[src/rtl/uart_rx.sv]
// UART receiver: synchronised rxd, mid-bit sampling, 8N/E/O 1-2 stop,
// valid/ack host handshake with parity, framing and overrun flags.
module uart_rx #(
    parameter int SYNC_STAGES = 2
) (
    input  logic        mclk,
    input  logic        reset,
    input  logic [15:0] baud_max_cnt,
    input  logic [1:0]  parity_sel,
    input  logic        stop_sel,
    input  logic        rxd,
    input  logic        rx_ack,
    output logic [7:0]  rx_data,
    output logic        rx_valid,
    output logic        parity_err,
    output logic        frame_err,
    output logic        overrun_err,
    output logic        busy
);

    localparam int NS = (SYNC_STAGES < 2) ? 2 : SYNC_STAGES;

    typedef enum logic [2:0] {
        IDLE,
        START,
        DATA,
        PARITY,
        STOP1,
        STOP2
    } state_t;

    state_t      state;
    state_t      state_n;
    logic [NS-1:0] sync_q;
    logic        rxd_s;
    logic        rxd_d;
    logic [15:0] cnt;
    logic [15:0] half;
    logic        at_half;
    logic        bit_end;
    logic [2:0]  bit_idx;
    logic [7:0]  shreg;
    logic        par_bit;
    logic        stop_bad;
    logic        done_q;
    logic        par_bad;

    logic cnt_clr;
    logic shift_en;
    logic par_en;
    logic stop1_en;
    logic stop2_en;
    logic done_n;

    // Reset high so release never looks like a falling start edge
    always_ff @(posedge mclk or posedge reset) begin
        if (reset) begin
            sync_q <= '1;
            rxd_d  <= 1'b1;
        end else begin
            sync_q <= {sync_q[NS-2:0], rxd};
            rxd_d  <= rxd_s;
        end
    end

    assign rxd_s   = sync_q[NS-1];
    assign half    = baud_max_cnt >> 1;
    assign at_half = (cnt == half);
    assign bit_end = (cnt == baud_max_cnt);
    assign busy    = (state != IDLE);

    always_ff @(posedge mclk or posedge reset) begin
        if (reset) begin
            state <= IDLE;
        end else begin
            state <= state_n;
        end
    end

    always_comb begin
        state_n  = state;
        cnt_clr  = 1'b0;
        shift_en = 1'b0;
        par_en   = 1'b0;
        stop1_en = 1'b0;
        stop2_en = 1'b0;
        done_n   = 1'b0;
        unique case (state)
            IDLE: begin
                if (rxd_d && !rxd_s) begin
                    state_n = START;
                end
            end
            START: begin
                if (at_half) begin
                    if (!rxd_s) begin
                        state_n = DATA;
                        cnt_clr = 1'b1;
                    end else begin
                        state_n = IDLE;
                    end
                end
            end
            DATA: begin
                if (bit_end) begin
                    shift_en = 1'b1;
                    if (bit_idx == 3'd7) begin
                        state_n = (parity_sel != 2'b00) ? PARITY : STOP1;
                    end
                end
            end
            PARITY: begin
                if (bit_end) begin
                    par_en  = 1'b1;
                    state_n = STOP1;
                end
            end
            STOP1: begin
                if (bit_end) begin
                    stop1_en = 1'b1;
                    if (stop_sel) begin
                        state_n = STOP2;
                    end else begin
                        state_n = IDLE;
                        done_n  = 1'b1;
                    end
                end
            end
            STOP2: begin
                if (bit_end) begin
                    stop2_en = 1'b1;
                    state_n  = IDLE;
                    done_n   = 1'b1;
                end
            end
            default: begin
                state_n = IDLE;
            end
        endcase
    end

    always_ff @(posedge mclk or posedge reset) begin
        if (reset) begin
            cnt <= '0;
        end else if (state == IDLE || cnt_clr || bit_end) begin
            cnt <= '0;
        end else begin
            cnt <= cnt + 16'd1;
        end
    end

    always_ff @(posedge mclk or posedge reset) begin
        if (reset) begin
            bit_idx  <= '0;
            shreg    <= '0;
            par_bit  <= 1'b0;
            stop_bad <= 1'b0;
            done_q   <= 1'b0;
        end else begin
            done_q <= done_n;
            if (cnt_clr) begin
                bit_idx <= '0;
            end else if (shift_en) begin
                bit_idx <= bit_idx + 3'd1;
            end
            if (shift_en) begin
                shreg <= {rxd_s, shreg[7:1]};
            end
            if (par_en) begin
                par_bit <= rxd_s;
            end
            if (stop1_en) begin
                stop_bad <= !rxd_s;
            end else if (stop2_en) begin
                stop_bad <= stop_bad | !rxd_s;
            end
        end
    end

    always_comb begin
        par_bad = 1'b0;
        unique case (parity_sel)
            2'b01:   par_bad = (par_bit != ^shreg);
            2'b10:   par_bad = (par_bit != ~^shreg);
            default: par_bad = 1'b0;
        endcase
    end

    // Completion outranks a same-cycle ack: the ack belongs to the old byte
    always_ff @(posedge mclk or posedge reset) begin
        if (reset) begin
            rx_data     <= '0;
            rx_valid    <= 1'b0;
            parity_err  <= 1'b0;
            frame_err   <= 1'b0;
            overrun_err <= 1'b0;
        end else begin
            overrun_err <= 1'b0;
            if (done_q) begin
                rx_data     <= shreg;
                parity_err  <= par_bad;
                frame_err   <= stop_bad;
                rx_valid    <= 1'b1;
                overrun_err <= rx_valid && !rx_ack;
            end else if (rx_ack) begin
                rx_valid <= 1'b0;
            end
        end
    end

endmodule
[config.mk]
export PLATFORM = sky130hd
export DESIGN_NAME = uart_rx
export DESIGN_NICKNAME = d
export VERILOG_FILES = /design/src/rtl/uart_rx.sv
export SDC_FILE = /design/constraint.sdc
export NUM_CORES = 1
export LEC_CHECK = 0
export BUFFER_PORTS_ARGS = -buffer_cell sky130_fd_sc_hd__buf_2
export CELL_PAD_IN_SITES_DETAIL_PLACEMENT = 0
export CELL_PAD_IN_SITES_GLOBAL_PLACEMENT = 1
export CORE_AREA = 3 3 65 112
export CTS_CLUSTER_DIAMETER = 200
export DETAILED_ROUTE_END_ITERATION = 12
export DIE_AREA = 0 0 68 115
export GPL_TIMING_DRIVEN = 0
export PLACE_DENSITY_LB_ADDON = 0.1
export SLEW_MARGIN = 15
export SYNTH_ARGS = -nofsm -noshare
export SYNTH_HDL_FRONTEND = slang
export SYNTH_SLANG_ARGS = --single-unit
[constraint.sdc]
create_clock -name mclk -period 1.8 [get_ports mclk]
set_input_delay 0.09 -clock mclk [delete_from_list [all_inputs] [get_ports mclk]]
set_output_delay 0.09 -clock mclk [all_outputs]
set_load 0.01 [all_outputs]
==> metrics.log <==
[metrics] run status: finished, violations left
[metrics] violations in the final reports: setup timing
[metrics] leading cell types by total area after synthesis: sky130_fd_sc_hd__dfrtp_1 (43%), sky130_fd_sc_hd__xor2_1 (14%), sky130_fd_sc_hd__mux2_2 (4.3%)
[metrics] wire length of the first global-routing pass: 9550 µm
[metrics] Via-to-Cell Ratio: 5.09
[metrics] standard cell core area: 0.00654 mm²
[metrics] family with the most delay on the worst path: simple AND/OR/NAND/NOR gates
[metrics] Chip Width: 68 µm
[metrics] Seq/Total Area, Yosys: 46.4%
[metrics] number of antenna violations at the first check in global routing: 0
[metrics] number of setup violations in the final report: 32
[metrics] final worst setup slack: -0.212 ns
[metrics] total count of max-transition violations in the final report: 0
[metrics] Total Die Area: 0.00782 mm²
[metrics] Final Cycle Share: 112%
[metrics] Post-Syn Area per Cell: 11.3 µm²
[metrics] Clk network pwr share: 31.3%
[metrics] number of buffers added on ports: 35
[metrics] setup repair after global routing missed its margin: yes
[metrics] Max Clk Rate: 0.497 GHz
[metrics] static leakage power: 1.62 nW
[metrics] sinks on the clock net: 48
[metrics] data required time at the worst endpoint: 1.97 ns
[metrics] most frequent standard cell in the layout excluding fill and tap cells: sky130_fd_sc_hd__dfrtp_1
[metrics] buffer cell driving the clock tree root: sky130_fd_sc_hd__clkbuf_16
[metrics] post-layout utilization of the core: 51.8%
[metrics] Starting Density: 39.7%
[metrics] worst stage delay on the critical path: 0.39 ns
[metrics] clock edge transition at the registers on the reported setup and hold paths: 0.07 ns
[metrics] y dimension of the die: 115 µm
[metrics] vias in the first global route: 1967
[metrics] DR iter-0 viols: 59
[metrics] share of layout cells above drive strength 1: 40.8%
[metrics] class of the worst hold path: primary input to flop
[metrics] internal power contribution: 2.07 mW
[metrics] number of CTS-inserted buffers: 5
[metrics] clock tree from TritonCTS: done
[metrics] worst ir drop on vdd: 0.670 mV
[metrics] synth warn: 0
[metrics] chain of cells forming the critical path: buf_8, xor2_4, nor4_4, nand4_4, nor3_4, buf_6, mux2_4
[metrics] setup skew after layout: 0.00813 ns
[metrics] final worst path period need: 2.01 ns
[metrics] Max-Slew Margin vs Limit: 59.7%
[metrics] data arrival time of the worst path: 2.18 ns
[metrics] unique cell type count in the Yosys netlist: 44
[metrics] switching part of the total power: 31.8%
[metrics] Placed Cells incl. Taps: 347
[metrics] main flop type after synthesis: sky130_fd_sc_hd__dfrtp_1
[metrics] instance count of the mapped netlist: 229
[metrics] kind of end point of the critical path: flop
[metrics] portion of synthesized cell area occupied by the leading cell type: 43.4%
[metrics] maximum count of clock buffers along a single path: 2
[metrics] netlist area before placement: 0.00260 mm²
[metrics] most frequent cells in the layout: sky130_fd_sc_hd__dfrtp_1 (41), sky130_fd_sc_hd__xor2_1 (39), sky130_fd_sc_hd__buf_2 (36), sky130_fd_sc_hd__mux2_4 (10), sky130_fd_sc_hd__xnor2_1 (10)
[metrics] layout overhead on the synthesized area: 30.6%
[metrics] Global Route Usage Sum: 16.6%
[metrics] transition time of the tightest slew-check pin: 0.603 ns
[metrics] Congestion Overflow GR: 0
[metrics] Pre-Repair DR Iteration Count: 4
[metrics] number of flip-flops and latches in the synthesized netlist: 48
[metrics] Post-route DRC: 0
[metrics] Flop pwr share: 43.6%
[metrics] proportion of register bits with asynchronous set or reset after synthesis: 100%
[metrics] setup TNS: -5.46 ns
[metrics] half-perimeter wire length after placement: 4180 µm
[metrics] number of enable flip-flop cells after synthesis: 0
[metrics] Hold Slack: 0.0819 ns
[metrics] routed len/inst: 16.5 µm
[metrics] number of nets produced by synthesis: 257
[metrics] critical-path maximum fanout: 9
[metrics] cell type with the highest aggregate area in the netlist: sky130_fd_sc_hd__dfrtp_1
[metrics] pin count of the biggest net entering global routing: 31
[metrics] non-filler instance count after layout: 366
[metrics] Skew-Pair Late Insertion Delay: 0.29 ns
[metrics] CP Launch Type: flop
[metrics] Rows: 39
[metrics] switching component of the power: 963 µW
[metrics] I/O Pins: 36
[metrics] weighted congestion at the end of routability-driven global placement: 0.834
[metrics] net count of the finished layout: 311
[metrics] Final ANT Viol Nets: 0
[metrics] final routed wirelength across all metal layers: 6030 µm
[metrics] vias post-DR: 1863
[metrics] Inserted Diodes: 0
[metrics] cell with the biggest individual delay on the critical path: sky130_fd_sc_hd__dfrtp_1
[metrics] combinational cell fraction of total power: 25.1%
[metrics] final-report hold violation count: 0
[metrics] P per Cell Area: 894 mW/mm²
[metrics] crit path buf inv count: 2
[metrics] Setup Crit Path Kind: flop to flop
[metrics] H-tree levels: 2
[metrics] total of max-cap violations: 0
-- power by group through the flow --
stage | clock network, mW | registers, mW | logic, mW
3_3_place_gp | 0 | 1.27 | 0.697
4_1_cts | 0.990 | 1.31 | 0.676
2_1_floorplan | 0 | 1.25 | 0.537
3_5_place_dp | 0 | 1.27 | 0.711
6_report | 0.948 | 1.32 | 0.761
5_1_grt | 1.03 | 1.34 | 0.836
-- sequential cells by signal, summed over array words and instances, names as in the netlist --
name         flops
rxd_d            1
overrun_err      1
frame_err        1
cnt             16
parity_err       1
state            3
done_q           1
rx_data          8
stop_bad         1
shreg            8
sync_q           2
rx_valid         1
bit_idx          3
par_bit          1
-- through the flow --
stage               setup slack (ns)  instance area, µm²  power [mW]
floorplan                     -0.141                2650        1.79
detailed placement            -0.488                2950        1.98
CTS                           -0.229                3230        2.97
global placement              -0.495                2930        1.97
finish                        -0.212                3390        3.03
global route                  -0.315                3390        3.21
-- worst paths after layout --
kind                                start    endpoint  slack, ns  cells past startpoint
max in group asynchronous           reset       rxd_d       0.88                      4
worst min-delay path               rx_ack    rx_valid       0.08                      3
worst max-delay path              cnt[11]    shreg[1]      -0.21                      7
worst min register to register  sync_q[0]   sync_q[1]       0.35                      0
worst max register to register    cnt[11]    shreg[1]      -0.21                      7
min in group asynchronous           reset  rx_data[7]       0.34                      3
-- logic make-up after synthesis --
kind of cell               count (synthesis)  share of synthesized area [%]
DFF                                       48                           46.4
buffers and inverters                     22                           3.81
adders and majority gates                  5                           2.41
muxes                                     20                           8.63
and+or+nand+nor                           65                           15.6
xor gates and xnor gates                  53                           18.4
AOI/OAI and AO/OA                         16                           4.77
-- area by class of cell --
cell class,count,area [µm²]
buffer,6,53.8
clock buffer,7,143
clock inverter,1,7.51
fill,616,3150
inverter,10,37.5
multi-input combinational,159,1480
sequential,48,1210
tap,82,103
timing repair buffer,53,358
-- worst min-delay path, stage by stage --
cell                     delay [ns]
sky130_fd_sc_hd__buf_2         0.09
sky130_fd_sc_hd__inv_1         0.05
sky130_fd_sc_hd__a21o_1        0.10
-- Yosys cell counts, drive strengths merged, types with 2 or more instances --
cell type	instances
dfrtp	45
xor2	42
nor2	22
mux2	19
inv	10
xnor2	10
nor4	9
nand2	7
nand4	7
buf	6
clkbuf	6
ha	5
nand3	4
nor3	4
o21ai	4
and4	3
dfstp	3
a22o	2
and2	2
and3	2
nor2b	2
o41ai	2
-- layer usage --
layer	routed length [µm]	up-vias	track usage, %
met3	186	14	3.23
met4	197	0	7.17
met5	0	-	0
met2	3430	35	30.7
li1	-	887	-
met1	2220	927	17.4
-- timing repair --
action / CTS / global route
resized for setup: 13 / 37
hold endpoints to repair: 17 / 0
setup buffers: 10 / 4
pin swaps: 7 / 20
cloned: 1 / 0
hold buffers: 2 / 0
endpoints found under the setup margin: 32 / 32
No activity file was read; power rests on OpenSTA's default activity.
